<file path="src/rtl/spsram_arb_ctrl.sv">
// Two-port arbiter/sequencer in front of one single-port SRAM with a 1-cycle registered read.
// Port A (host) and port B (FIR engine) share the SRAM. Read data returns to its requester two cycles after the accept.
module spsram_arb_ctrl #(
  parameter int unsigned SRAM_DEPTH = 16,
  parameter int unsigned DATA_WIDTH = 32,
  parameter int unsigned ARB_MODE   = 0,
  localparam int unsigned ADDR_WIDTH = (SRAM_DEPTH > 1) ? $clog2(SRAM_DEPTH) : 1
) (
  input  logic                  iClk,
  input  logic                  iRst,
  input  logic                  iReqA,
  input  logic                  iWrnA,
  input  logic [ADDR_WIDTH-1:0] iAddrA,
  input  logic [DATA_WIDTH-1:0] iWrDtA,
  output logic                  oAckA,
  output logic                  oRdVldA,
  output logic [DATA_WIDTH-1:0] oRdDtA,
  input  logic                  iReqB,
  input  logic                  iWrnB,
  input  logic [ADDR_WIDTH-1:0] iAddrB,
  input  logic [DATA_WIDTH-1:0] iWrDtB,
  output logic                  oAckB,
  output logic                  oRdVldB,
  output logic [DATA_WIDTH-1:0] oRdDtB,
  output logic                  oCsn,
  output logic                  oWrn,
  output logic [ADDR_WIDTH-1:0] oAddr,
  output logic [DATA_WIDTH-1:0] oWrDt,
  input  logic [DATA_WIDTH-1:0] iRdDt,
  output logic                  oErr
);

  typedef struct packed {
    logic vld;
    logic port;   // 0 = A, 1 = B
    logic oor;
  } tag_t;

  logic                  rrPtr;     // port favoured on contention: 0 = A, 1 = B
  tag_t                  tag1;
  logic                  rdOor;
  logic                  favorA;
  logic                  gntVld;
  logic                  gntPort;
  logic                  gntWrn;
  logic [ADDR_WIDTH-1:0] gntAddr;
  logic [DATA_WIDTH-1:0] gntWrDt;
  logic                  gntOor;

  assign favorA = (ARB_MODE == 1) || !rrPtr;
  assign oAckA  = !iRst && iReqA && (!iReqB || favorA);
  assign oAckB  = !iRst && iReqB && !(iReqA && favorA);

  // Select the winning request
  always_comb begin
    gntVld  = oAckA || oAckB;
    gntPort = oAckB;
    gntWrn  = oAckB ? iWrnB  : iWrnA;
    gntAddr = oAckB ? iAddrB : iAddrA;
    gntWrDt = oAckB ? iWrDtB : iWrDtA;
  end

  // Out-of-range addresses exist only when the depth does not fill the address space
  if ((32'(1) << ADDR_WIDTH) == SRAM_DEPTH) begin : gOorNone
    assign gntOor = 1'b0;
  end else begin : gOorCmp
    localparam logic [ADDR_WIDTH:0] DepthW = (ADDR_WIDTH+1)'(SRAM_DEPTH);
    assign gntOor = {1'b0, gntAddr} >= DepthW;
  end

  always_ff @(posedge iClk) begin
    if (iRst) begin
      oCsn    <= 1'b1;
      oWrn    <= 1'b1;
      oAddr   <= '0;
      oWrDt   <= '0;
      oErr    <= 1'b0;
      rrPtr   <= 1'b0;
      tag1    <= '0;
      oRdVldA <= 1'b0;
      oRdVldB <= 1'b0;
      rdOor   <= 1'b0;
    end else begin
      oCsn <= !(gntVld && !gntOor);
      if (gntVld) begin
        oWrn  <= gntWrn;
        oAddr <= gntAddr;
        oWrDt <= gntWrDt;
        rrPtr <= !gntPort;
      end
      if (gntVld && gntOor) begin
        oErr <= 1'b1;
      end
      tag1    <= '{vld: gntVld && gntWrn, port: gntPort, oor: gntOor};
      oRdVldA <= tag1.vld && !tag1.port;
      oRdVldB <= tag1.vld && tag1.port;
      rdOor   <= tag1.oor;
    end
  end

  // SRAM data arrives in the return cycle itself, so it is steered rather than registered
  assign oRdDtA = (oRdVldA && !rdOor) ? iRdDt : '0;
  assign oRdDtB = (oRdVldB && !rdOor) ? iRdDt : '0;

endmodule
</file>
<file path="config.mk">
export PLATFORM = sky130hd
export DESIGN_NAME = spsram_arb_ctrl
export DESIGN_NICKNAME = d
export VERILOG_FILES = /design/src/rtl/spsram_arb_ctrl.sv
export SDC_FILE = /design/constraint.sdc
export NUM_CORES = 1
export LEC_CHECK = 0
export CAP_MARGIN = 20
export CORE_AREA = 2 2 95 97
export DETAILED_ROUTE_END_ITERATION = 16
export DIE_AREA = 0 0 97 99
export HOLD_SLACK_MARGIN = 0.08
export PLACE_DENSITY = 0.78
export SYNTH_ARGS = -nofsm -noshare
export SYNTH_HDL_FRONTEND = slang
export SYNTH_SLANG_ARGS = --single-unit
</file>
<file path="constraint.sdc">
create_clock -name iClk -period 1.3 [get_ports iClk]
set_input_delay 0.39 -clock iClk [delete_from_list [all_inputs] [get_ports iClk]]
set_output_delay 0.39 -clock iClk [all_outputs]
set_load 0.01 [all_outputs]
</file>
==> summary.md, run 1 <==
The flow ran to the end, but the final reports show violations. The checks that failed: negative setup slack. The global-route wire length before repair is 14.84 mm. The required time reported for the critical path endpoint was 0.91 ns. In the routed layout, each cell is associated on average with a via count of 5.022. The tools report the reg-to-reg startpoint as rrPtr$_SDFFE_PP0P_.

After layout, the worst path uses 114.6% of the clock period. The tools report the endpoint type of the worst setup path as an output port. The primary flip-flop cell chosen by synthesis mapping was dfxtp_1. The die covers 9603 um2.

The run gives 0 as the number of antenna violations at the first check in global routing. The worst setup path is of the register to output port kind. The tools report the via count of the first global-routing pass as 2882. Along the worst path, the maximum fanout reaches 17. After global routing the overflow that remains totals 0.

The max capacitance violation total was 0. The number of synthesized register bits was 43. After synthesis, the cell types taking the most area are dfxtp_1, and2_1, a221o_1, a2111oi_0, inv_1.

The final critical path time including I/O delays and setup came out at 1.490 ns. The I/O pin total is 217, and the half-perimeter wire length of the detailed placement result is 7.089 mm. The CTS clock-pin slew for the worst setup and hold paths was 0.08 ns; the proportion of register bits with asynchronous set or reset after synthesis was 0%.

The clock sink count came out at 43. The clock reaches the later pin of the worst-skew pair after 0.29 ns. Worst hold path endpoint: oRdVldA$_SDFF_PP0_.

Count of TritonRoute iterations in the first routing pass: 4. During placement, the flow inserted port buffers numbering 215. The initial utilization of the core area, before any placement, comes to 27.45%.

Setup repair after global routing could not meet its margin everywhere. Number of cells on the worst hold path: 1. The final hold violation count came out at 0. In this run the cell area of the synthesized design comes to 2347 um2. The logs give 2968 for the via count of the routed design and 1.10 ns for the critical path arrival. Yosys instantiated no cell more often than and2_1.

Measured along the y axis, the die boundary spans 99 um. The signed area change from the synthesized netlist to the final layout came out at 100.6%. Horizontal die dimension: 97 um. The number of setup violations in the final report was 95. TritonCTS created 5 clock buffers. The worst supply voltage drop on vdd came out at 0.0003373 V. Clock tree synthesis selected as its root buffer the cell clkbuf_8. The number of nets in the layout came out at 592. The run gives -0.1904 ns as the final critical-path setup slack. The logs give 0 for the final antenna diode count and 10.36 mm for the aggregate routed wire length. For this block, the initial DRC count from the detailed router was 57.

Maximum number of buffers from clock root to sink: 2. The tools report the worst setup path startpoint as oRdVldB$_SDFF_PP0_. Type of the tightest min-delay check: register to register. In this run the remaining antenna-violating nets after routing total 0.

For the register area, the log shows 873.3 um2. The tools report the sequential element share of the synthesized area as 36.67%. The congestion estimate from routability-driven global placement came to 0.8983.

Summed over all cells, the static leakage comes to 2.239 nW. Dividing total power by cell area gives a power density of 699.4 nW/um2. The tools report the setup slack of the worst register-to-register path as -0.11 ns.

For this design, the CTS-stage hold fixing added 0 buffers. Row generation in the floorplan step produced 34 rows. The number of pins with negative max-slew slack in the final report was 0; the maximum number of pins on one net before global-route repair was 42.

In this run the mean area of a mapped cell was 8.891 um2. Global routing used 19.16% of the available tracks across all layers. Startpoint type of the worst setup path: a register. The library cell occupying the most area in the post-synthesis netlist was dfxtp_1. After detailed routing, the number of remaining DRC violations is 0. Hold is met by 0.4307 ns. In this run, synthesis inferred 0 flip-flops with an integrated enable.

In this run the standard cell core region covers 8551 um2. The maximum clock frequency is 671.0 MHz. The clock arrives with 0.007416 ns of skew. The worst register-to-register path ends at oWrDt[8]$_SDFFE_PP0P_. The number of instances in the synthesized netlist was 264; the combined area of the multi-input logic cells was 1340 um2.

The number of nets produced by synthesis is 374, and the area share of the leading cell type in the synthesized netlist is 36.67%. The number of H-tree levels came out at 2. In this run, distinct cell masters in the synthesized netlist total 23.

Dividing the detail-routed wire length by the instance count gives 17.52 um. The run gives 0 as the total of warnings raised by yosys. TritonCTS built the clock tree. Sorting the synthesized cells by how often they occur yields and2_1, dfxtp_1, inv_1. For this run, the share of the core covered by cells in the final layout is 55.06%. The depth of the worst register-to-register path is 5.

The startpoint identified for the worst hold timing path is tag1[1]$_SDFF_PP0_. The count of filler cells inserted in the layout is 774, and the share of post-route cells with drive strength above 1 is 36.23%.
-- through the flow --
stage / area, um2 / cells / power, mW / worst slack (ns) / TNS, ns
after floorplan: 2365 / 264 / 1.832 / -0.01997 / -0.4433
after global placement: 4659 / 573 / 2.503 / -0.9048 / -72.77
after detailed placement: 4659 / 573 / 2.520 / -0.9143 / -74.52
after CTS: 4582 / 584 / 3.263 / -0.2009 / -11.67
after global routing: 4708 / 591 / 3.448 / -0.2232 / -16.20
final: 4708 / 591 / 3.293 / -0.1904 / -12.72
-- cells by family after synthesis --
kind of cell / count (synthesis) / synth area share [%]
flops: 43 / 36.67
simple gates: 75 / 20.26
other cells: 1 / 0.1598
compound gates: 77 / 30.33
buf+inv: 68 / 12.58
-- cell type report --
| cell class | count | share of cell area (%) |
|---|---|---|
| Multi-Input combinational cell | 153 | 28.46 |
| Sequential cell | 43 | 18.55 |
| Timing Repair Buffer | 240 | 45.20 |
| Inverter | 39 | 3.109 |
| Clock inverter | 2 | 0.2657 |
| Clock buffer | 6 | 1.541 |
| Tap cell | 108 | 2.870 |
-- where the power goes --
part / switching, mW / internal (mW) / total [mW]
Sequential: 0.0660 / 1.42 / 1.48
Clock: 0.441 / 0.376 / 0.817
Combinational: 0.417 / 0.576 / 0.993
Total: 0.924 / 2.37 / 3.29
-- flip-flops by register name (all words and copies together) (netlist names) --
name	count
tag1	2
rrPtr	1
oWrDt	32
oWrn	1
oCsn	1
oRdVldB	1
oAddr	4
oRdVldA	1
-- placed cells by master, fill, tap and decap left out, types with 18 or more instances in the layout --
cell,netlist,routed
and2_4,1,23
clkbuf_2,0,29
a221o_1,36,36
clkdlybuf4s50_1,0,74
dfxtp_1,43,39
a2111oi_0,36,18
inv_1,38,38
buf_2,5,49
dlygate4sd2_1,0,32
and2_1,65,43
buf_6,4,27
-- layer usage --
metal / global-route usage (%) / share of wire, % / vias up
li1: - / - / 1399
met1: 21.91 / 38 / 1381
met2: 34.72 / 51 / 170
met3: 4.681 / 7.8 / 18
met4: 6.934 / 2.6 / 0
met5: 0 / 0 / -
-- worst max-delay path by stage --
stage                             end  slack, ns  depth (start not counted)
2_1_floorplan  oWrDt[10]$_SDFFE_PP0P_      -0.02                          5
5_1_grt                     oRdDtA[5]      -0.22                          3
3_5_place_dp                    oAckA      -0.91                          4
3_3_place_gp                    oAckA      -0.90                          4
6_report                   oRdDtB[12]      -0.19                          3
4_1_cts                     oRdDtB[4]      -0.20                          3
-- worst max-delay path: stages, from the launching register on --
cell and delay (ns):
dfxtp_4 0.37, buf_12 0.15, and2_1 0.15, buf_2 0.14
-- timing repair --
action,4_1_cts,5_1_grt
pin swaps,17,1
gates cloned,2,6
endpoints found under the setup margin,148,139
resized for setup,436,88
buffers inserted,1,2
endpoints found under the hold margin,0,0
(Power assumes the default switching activity.)
==> run 2, diff against run 1 <==
--- a/config.mk
+++ b/config.mk
@@ -6,11 +6,12 @@
 export NUM_CORES = 1
 export LEC_CHECK = 0
 export CAP_MARGIN = 20
-export CORE_AREA = 2 2 95 97
+export CORE_AREA = 4 4 82 84
 export DETAILED_ROUTE_END_ITERATION = 16
-export DIE_AREA = 0 0 97 99
+export DIE_AREA = 0 0 86 88
+export DONT_BUFFER_PORTS = 1
 export HOLD_SLACK_MARGIN = 0.08
-export PLACE_DENSITY = 0.78
+export PLACE_DENSITY = 0.57
 export SYNTH_ARGS = -nofsm -noshare
 export SYNTH_HDL_FRONTEND = slang
 export SYNTH_SLANG_ARGS = --single-unit
==> summary.md, run 2 (synthesis results as in run 1) <==
The run finished, with violations left. The checks that failed: negative setup slack. Clock latency on the worst-skew pair, taken at its later pin, is 0.29 ns. Dividing the final minimum period by the clock period gives 110.9%. For the final weighted congestion of routability-driven global placement, the log shows 0.7068. The worst supply voltage drop on vdd was 0.0005047 V. The maximum number of pins on one net before global-route repair is 44, and the number of nets in the layout is 372. For the number of placed instances with taps included, the log shows 321. The tools report the worst hold path endpoint as rrPtr$_SDFFE_PP0P_.

In this run the tool buffered the top-level ports with 0 buffer cells. The run gives 11.72 mm as the global-route wire length before repair. OpenSTA, run right after detailed placement, puts the worst setup slack at -0.1115 ns. The tools report the placeable core region as 5921 um2. The sum of internal, switching and leakage power is 2.782 mW, and the power per unit of standard cell area is 958.9 nW/um2. Number of violations reported at the end of detailed-routing iteration 0: 69. In this run the deepest clock path goes through 2 buffers. TritonCTS built the clock tree. Per report_power, the clock group accounts for 30.2% of the total. In this run the number of H-tree levels came out at 2. The startpoint type of the worst setup path was a register. The tools report the starting density of the core as 39.64%. Walking the worst path, the cells encountered are buf_6 > a211oi_4. At the pin with the least slew margin, the transition time is 0.5765 ns.

The final critical path time including I/O delays and setup works out to 1.442 ns. The critical path's largest stage delay is 0.34 ns. Remaining global-route overflow: 0. Summing all multi-input logic gate instances after layout gives 1383 um2. The logs give 96 for the number of setup violations in the final report and 0 for the DRC violation count after routing. The largest registers in the layout are oWrDt: 32 flops, oAddr: 4 flops, tag1: 2 flops. The worst register-to-register path has a depth of 5.

The endpoint type of the worst setup path is an output port. The die area came out at 7568 um2. Across all register-to-register paths, the minimum setup slack is -0.07 ns.

Fill cells in the final layout number 555. The flip-flop count of the largest register, all copies and words added was 32; the total clock buffers created by CTS was 5. The run gives 0 as the max capacitance violation total. The reg-to-reg startpoint was rrPtr$_SDFFE_PP0P_.

In the final timing run, aggregate negative setup slack is -8.544 ns. The register area came out at 869.6 um2. The largest register by flop count was oWrDt. In this run the tightest slew margin relative to its limit is 61.51%. The number of cells on the worst hold path was 1. The kind of cell with the highest combined delay along the critical path is flip-flops. The tools report the final critical-path setup slack as -0.1421 ns.

In this run the worst path has a maximum fanout of 21. Summed over all nets, the switching power comes to 0.7732 mW. Excluding fillers, the count of instances in the completed layout stands at 338. The share of total power dissipated in sequential elements is 55.5%. The routed design has 8.250 mm of wire. Hold repair after CTS inserted 0 buffers. The overall global routing resource usage was 19.82%; the final hold violation count was 0.

The worst setup path is of the register to output port kind. The top cell types in the final layout, fill and taps aside, are and2_4, dfxtp_1, inv_1. The tools report the root cell of the clock tree as clkbuf_8.

Measured on the finished design, the core utilization comes to 49.01%. Startpoint of the tightest hold check path: iRst. Data on the critical path is required at its endpoint by 0.91 ns. In the final routed layout, each cell accounts on average for 24.41 um. For this design, the sink count on the clock tree is 43.

Clock-pin slew was measured on the worst setup and hold paths at 0.08 ns. The via count of the routed design is 2098. The min-delay analysis places its worst path in the category primary input to register.

For the via count of the first global-routing pass, the log shows 2164. Setup repair after global routing could not meet its margin everywhere. The number of antenna violations at the first check in global routing was 0; the number of pins with negative max-slew slack in the final report was 0. The switching share of total power was 27.79%. The cell internal power dissipation is 2.009 mW. At the worst endpoint, the arrival time is 1.05 ns. 217 I/O pins were placed.

Combinational logic is responsible for 14.3% of the overall power. In this run the horizontal extent of the chip is 86 um. The die is 88 um tall. For the post-route clock skew, the log shows 0.002607 ns. Ratio of routed vias to standard cells: 6.207.

The buffers plus inverters on the worst setup path came out at 1. Worst setup path startpoint: rrPtr$_SDFFE_PP0P_. The number of nets with antenna violations after detailed routing is 0, and the static power due to leakage is 1.235 nW.

The capture point of the worst reg-to-reg path was oWrDt[30]$_SDFFE_PP0P_. The area growth from synthesis to layout is 23.61%. The slowest stage of the critical path is the dfxtp_2 cell.

Once detailed placement completed, the half-perimeter wirelength came to 5.564 mm. The first detailed-routing pass ran for 4 iterations. The post-route netlist has 38.40% of its cells at a drive strength greater than 1. For this run, the top clock speed supported by timing is 693.4 MHz.

The number of antenna diodes in the final layout is 0. Most common cell after layout, fill and taps aside: and2_4. The number of placement rows is 28.
[run 2: cell types whose count changed in the layout (fill, tap and decap cells not counted), moves of 24 or more]
cell,before,now
dlygate4sd2_1,32,0
buf_6,27,3
and2_1,43,1
clkbuf_2,29,0
buf_2,49,0
and2_4,23,65
clkdlybuf4s50_1,74,0
[run 2: layout make-up]
cell class	instances	share of cell area, %
clock buffer	6	2.501
clock inverter	2	0.4312
inverter	39	5.045
multi-input combinational	153	47.65
sequential	43	29.97
tap	75	3.234
timing repair buffer	20	11.17
[run 2: power by group through the flow]
stage | Combinational [mW] | Clock, mW | Sequential, mW
after global placement | 0.320 | 0 | 1.57
after detailed placement | 0.328 | 0 | 1.57
after floorplan | 0.287 | 0 | 1.55
final | 0.398 | 0.841 | 1.54
after global routing | 0.437 | 0.928 | 1.56
after CTS | 0.376 | 0.868 | 1.54
[run 2: worst max-delay path by stage]
stage                                        end  slack, ns  cells after the start
after CTS                                  oAckB      -0.15                      3
after detailed placement  oWrDt[30]$_SDFFE_PP0P_      -0.11                      3
after floorplan           oWrDt[10]$_SDFFE_PP0P_      -0.02                      5
after global placement     oWrDt[7]$_SDFFE_PP0P_      -0.08                      3
after global routing                       oAckB      -0.19                      3
final                                      oAckA      -0.14                      2
[run 2: stage by stage]
stage	hold WS (ns)	cell area, um2
floorplan	0.3891	2365
global placement	0.3974	2449
detailed placement	0.4030	2449
CTS	0.1476	2819
global route	0.1336	2902
finish	0.1625	2902
[run 2: worst reg2reg max path: cells and delay by family (launching register included)]
family | cells | cell delay (ns)
flip-flops | 1 | 0.34
AND/OR/NAND/NOR | 2 | 0.28
buffers and inverters | 2 | 0.33
AO/OA/AOI/OAI | 1 | 0.31
[run 2: repair_timing]
| item | 4_1_cts | 5_1_grt |
|---|---|---|
| setup buffers | 2 | 1 |
| pin swaps | 3 | 22 |
| setup endpoints to repair | 66 | 95 |
| gates cloned | 3 | 3 |
| resized for setup | 77 | 0 |
[run 2: routing by layer]
metal  share of wire, %  track usage [%]
met4                1.6            6.331
met1                 35            20.71
met3                9.7            6.961
met5                  0                0
met2                 54            37.00
==> run 3, diff against run 2 <==
--- a/config.mk
+++ b/config.mk
@@ -12,6 +12,7 @@
 export DONT_BUFFER_PORTS = 1
 export HOLD_SLACK_MARGIN = 0.08
 export PLACE_DENSITY = 0.57
+export REMOVE_ABC_BUFFERS = 1
 export SYNTH_ARGS = -nofsm -noshare
 export SYNTH_HDL_FRONTEND = slang
 export SYNTH_SLANG_ARGS = --single-unit
==> summary.md, run 3 (synthesis results as in run 1) <==
TritonCTS built the clock tree. Global routing consumed, over all layers together, 21.14% of the routing resources. The filler cells instantiated in the layout total 539.

The tools report the capture point of the worst reg-to-reg path as oWrDt[29]$_SDFFE_PP0P_. The run gives 217 as the I/O pin total. For the worst supply voltage drop on vdd, the log shows 0.0007471 V. The worst setup path is of the register to output port kind. The number of placed instances with taps included is 321. The tools report the endpoint type of the worst setup path as an output port.

The number of nets in the layout came out at 376. The clock insertion delay at the later pin of the skew report is 0.29 ns, and the final critical-path setup slack is -0.1428 ns. In the final routing, the length of wire on met1 measures 3.046 mm. The remaining global-route overflow is 0.

The final non-filler cell total is 342, and the critical path's largest stage delay is 0.34 ns. The number of pins with negative max-slew slack in the final report was 0. The number of clock buffers added by TritonCTS is 5. The flow ran to the end, but the final reports show violations. The global-route wire length before repair was 12.26 mm; the die area was 7568 um2.

The worst setup path is launched from a register. For the maximum number of buffers from clock root to sink, the log shows 2. The register with the most flip-flops in the layout has 32 of them. Setup repair after global routing could not meet its margin everywhere. In this run the core area contains 28 standard-cell rows.

The run gives 3143 um2 as the post-route cell area. After detailed routing, the number of vias per cell comes to 6.292. For the sum of internal, switching and leakage power, the log shows 2.951 mW.

The number of antenna violations at the first check in global routing came out at 0. The tools report the worst setup path startpoint as rrPtr$_SDFFE_PP0P_. The die is 88 um tall. The most critical setup path has its endpoint at oAckA. The routed design uses 925 um of met3 wire. The average routed wire per standard cell is 25.97 um, and the placeable core region is 5921 um2. The count of input and output buffers is 0, and the final period utilization is 111.0%. In the layout the commonest cells are and2_4, dfxtp_1, inv_1. Entering global routing, the biggest net connects 44 pins. The area growth from synthesis to layout is 33.90%.

The post-route netlist has 44.94% of its cells at a drive strength greater than 1. The via count of the first global-routing pass was 2139. The setup slack of the worst register-to-register path came out at 0.03 ns. The logs give 2 for the number of H-tree levels and 0 for the number of nets with antenna violations after detailed routing.

On the critical path, the stage with the largest delay is an instance of dfxtp_2. The via count of the routed design is 2152. Summed over all failing endpoints, the final setup total negative slack is -8.028 ns. In this run the critical register-to-register path is launched from rrPtr$_SDFFE_PP0P_. Routed signal wires occupy layers up through met4. The congestion estimate from routability-driven global placement came to 0.7088. For the instance area after placement, the log shows 2419 um2.

The post-route clock skew came out at 0.001629 ns. The run gives 0.91 ns as the required time reported for the critical path endpoint. The critical path arrival is 1.05 ns, and the peak fanout along the critical path is 3. Leaving out fill and tap cells, the most frequent cell in the layout is and2_4.

The aggregate routed wire length was 8.883 mm. Once the floorplan was initialized, standard cells occupied 39.64% of the core. The tools report the clock sink count as 43. The analysis attributes to cell leakage a power of 1.276 nW. The tools report the number of violations reported at the end of detailed-routing iteration 0 as 88. The logs give 4 for the count of TritonRoute iterations in the first routing pass and 0 for the final hold violation count.

The tool flagged a number of max-cap violations equal to 0. Dividing total power by cell area gives a power density of 938.8 nW/um2. The number of hold buffers added after CTS was 0.

Counting flops per register, the top entry is oWrDt. In the final layout, the multi-input gates occupy 1614 um2. The number of antenna diodes in the final layout is 0. The tools report the final-layout worst hold slack as 0.1670 ns.

Type of the tightest min-delay check: primary input to register. Setup violations remaining at the end of the flow were counted as 66. Traced cell by cell, the critical path runs through buf_6 > a211oi_2 > buf_4. Clock-pin slew was measured on the worst setup and hold paths at 0.08 ns.

The tools report the maximum clock frequency as 693.1 MHz. The depth of the worst register-to-register path is 5. The checks that failed: negative setup slack. The cell sitting at the root of the clock tree is a clkbuf_8.

The routed design uses 4.722 mm of met2 wire. For this run, design rule violations remaining after detail routing come to 0. The floorplan step set the die width to 86 um. The largest registers in the layout are oWrDt: 32 flops, oAddr: 4 flops, tag1: 2 flops. Registers take 869.6 um2.

Counting I/O delays and the setup requirement, the final critical path takes 1.443 ns. The tools report the half-perimeter wire length of the detailed placement result as 5.642 mm.
-- run 3: cell types whose count changed in the layout (fill, tap and decap cells not counted), moves of 2 or more --
cell       delta
and2_4        +4
clkbuf_8      +2
a2111oi_4     +9
buf_6         -2
a2111oi_0    -17
buf_4         +2
a2111oi_1     +2
a2111oi_2     +6
-- run 3: critical path: cells and delay by family (launching register included) --
kind | cells | cell delay (ns)
AOI/OAI and AO/OA | 1 | 0.16
DFF | 1 | 0.34
buffers and inverters | 2 | 0.27
-- run 3: layout make-up --
class / instances / share of cell area [%]
Tap cell: 75 / 2.986
Timing Repair Buffer: 20 / 10.15
Sequential cell: 43 / 27.67
Clock buffer: 8 / 3.185
Inverter: 39 / 4.658
Multi-Input combinational cell: 157 / 51.35
-- run 3: how the worst min path moves through the flow --
stage                                  start                 end  slack [ns]  cells after the start
after global routing                    iRst  rrPtr$_SDFFE_PP0P_        0.14                      1
after detailed placement  tag1[1]$_SDFF_PP0_  oRdVldA$_SDFF_PP0_        0.40                      1
after floorplan           tag1[1]$_SDFF_PP0_  oRdVldA$_SDFF_PP0_        0.39                      1
final                                   iRst  rrPtr$_SDFFE_PP0P_        0.17                      1
after global placement    tag1[1]$_SDFF_PP0_  oRdVldA$_SDFF_PP0_        0.40                      1
after CTS                               iRst  rrPtr$_SDFFE_PP0P_        0.15                      1
-- run 3: per-layer routing --
layer | vias to the layer above | track usage (%)
li1 | 966 | -
met1 | 1033 | 21.99
met2 | 144 | 38.96
met3 | 9 | 7.714
met4 | 0 | 7.626
met5 | - | 0
-- run 3: what timing repair did --
item	4_1_cts	5_1_grt
resized for setup	112	16
cloned	7	3
buffers inserted	2	1
setup endpoints to repair	66	82
hold endpoints to repair	0	0
pin swaps	3	22
-- run 3: report_power, final --
part	switching, mW	total (mW)	leakage (nW)	internal, mW
combinational	0.225	0.472	0.866	0.247
clock	0.449	0.934	0.0515	0.485
sequential	0.127	1.54	0.358	1.42
total	0.801	2.95	1.28	2.15
-- run 3: stage by stage --
| step | utilization, % | setup slack [ns] |
|---|---|---|
| floorplan | - | -0.5658 |
| global placement | 40.85 | -0.07402 |
| detailed placement | 40.85 | -0.06725 |
| CTS | 49.83 | -0.1556 |
| global route | 53.09 | -0.2233 |
| finish | 53.09 | -0.1428 |
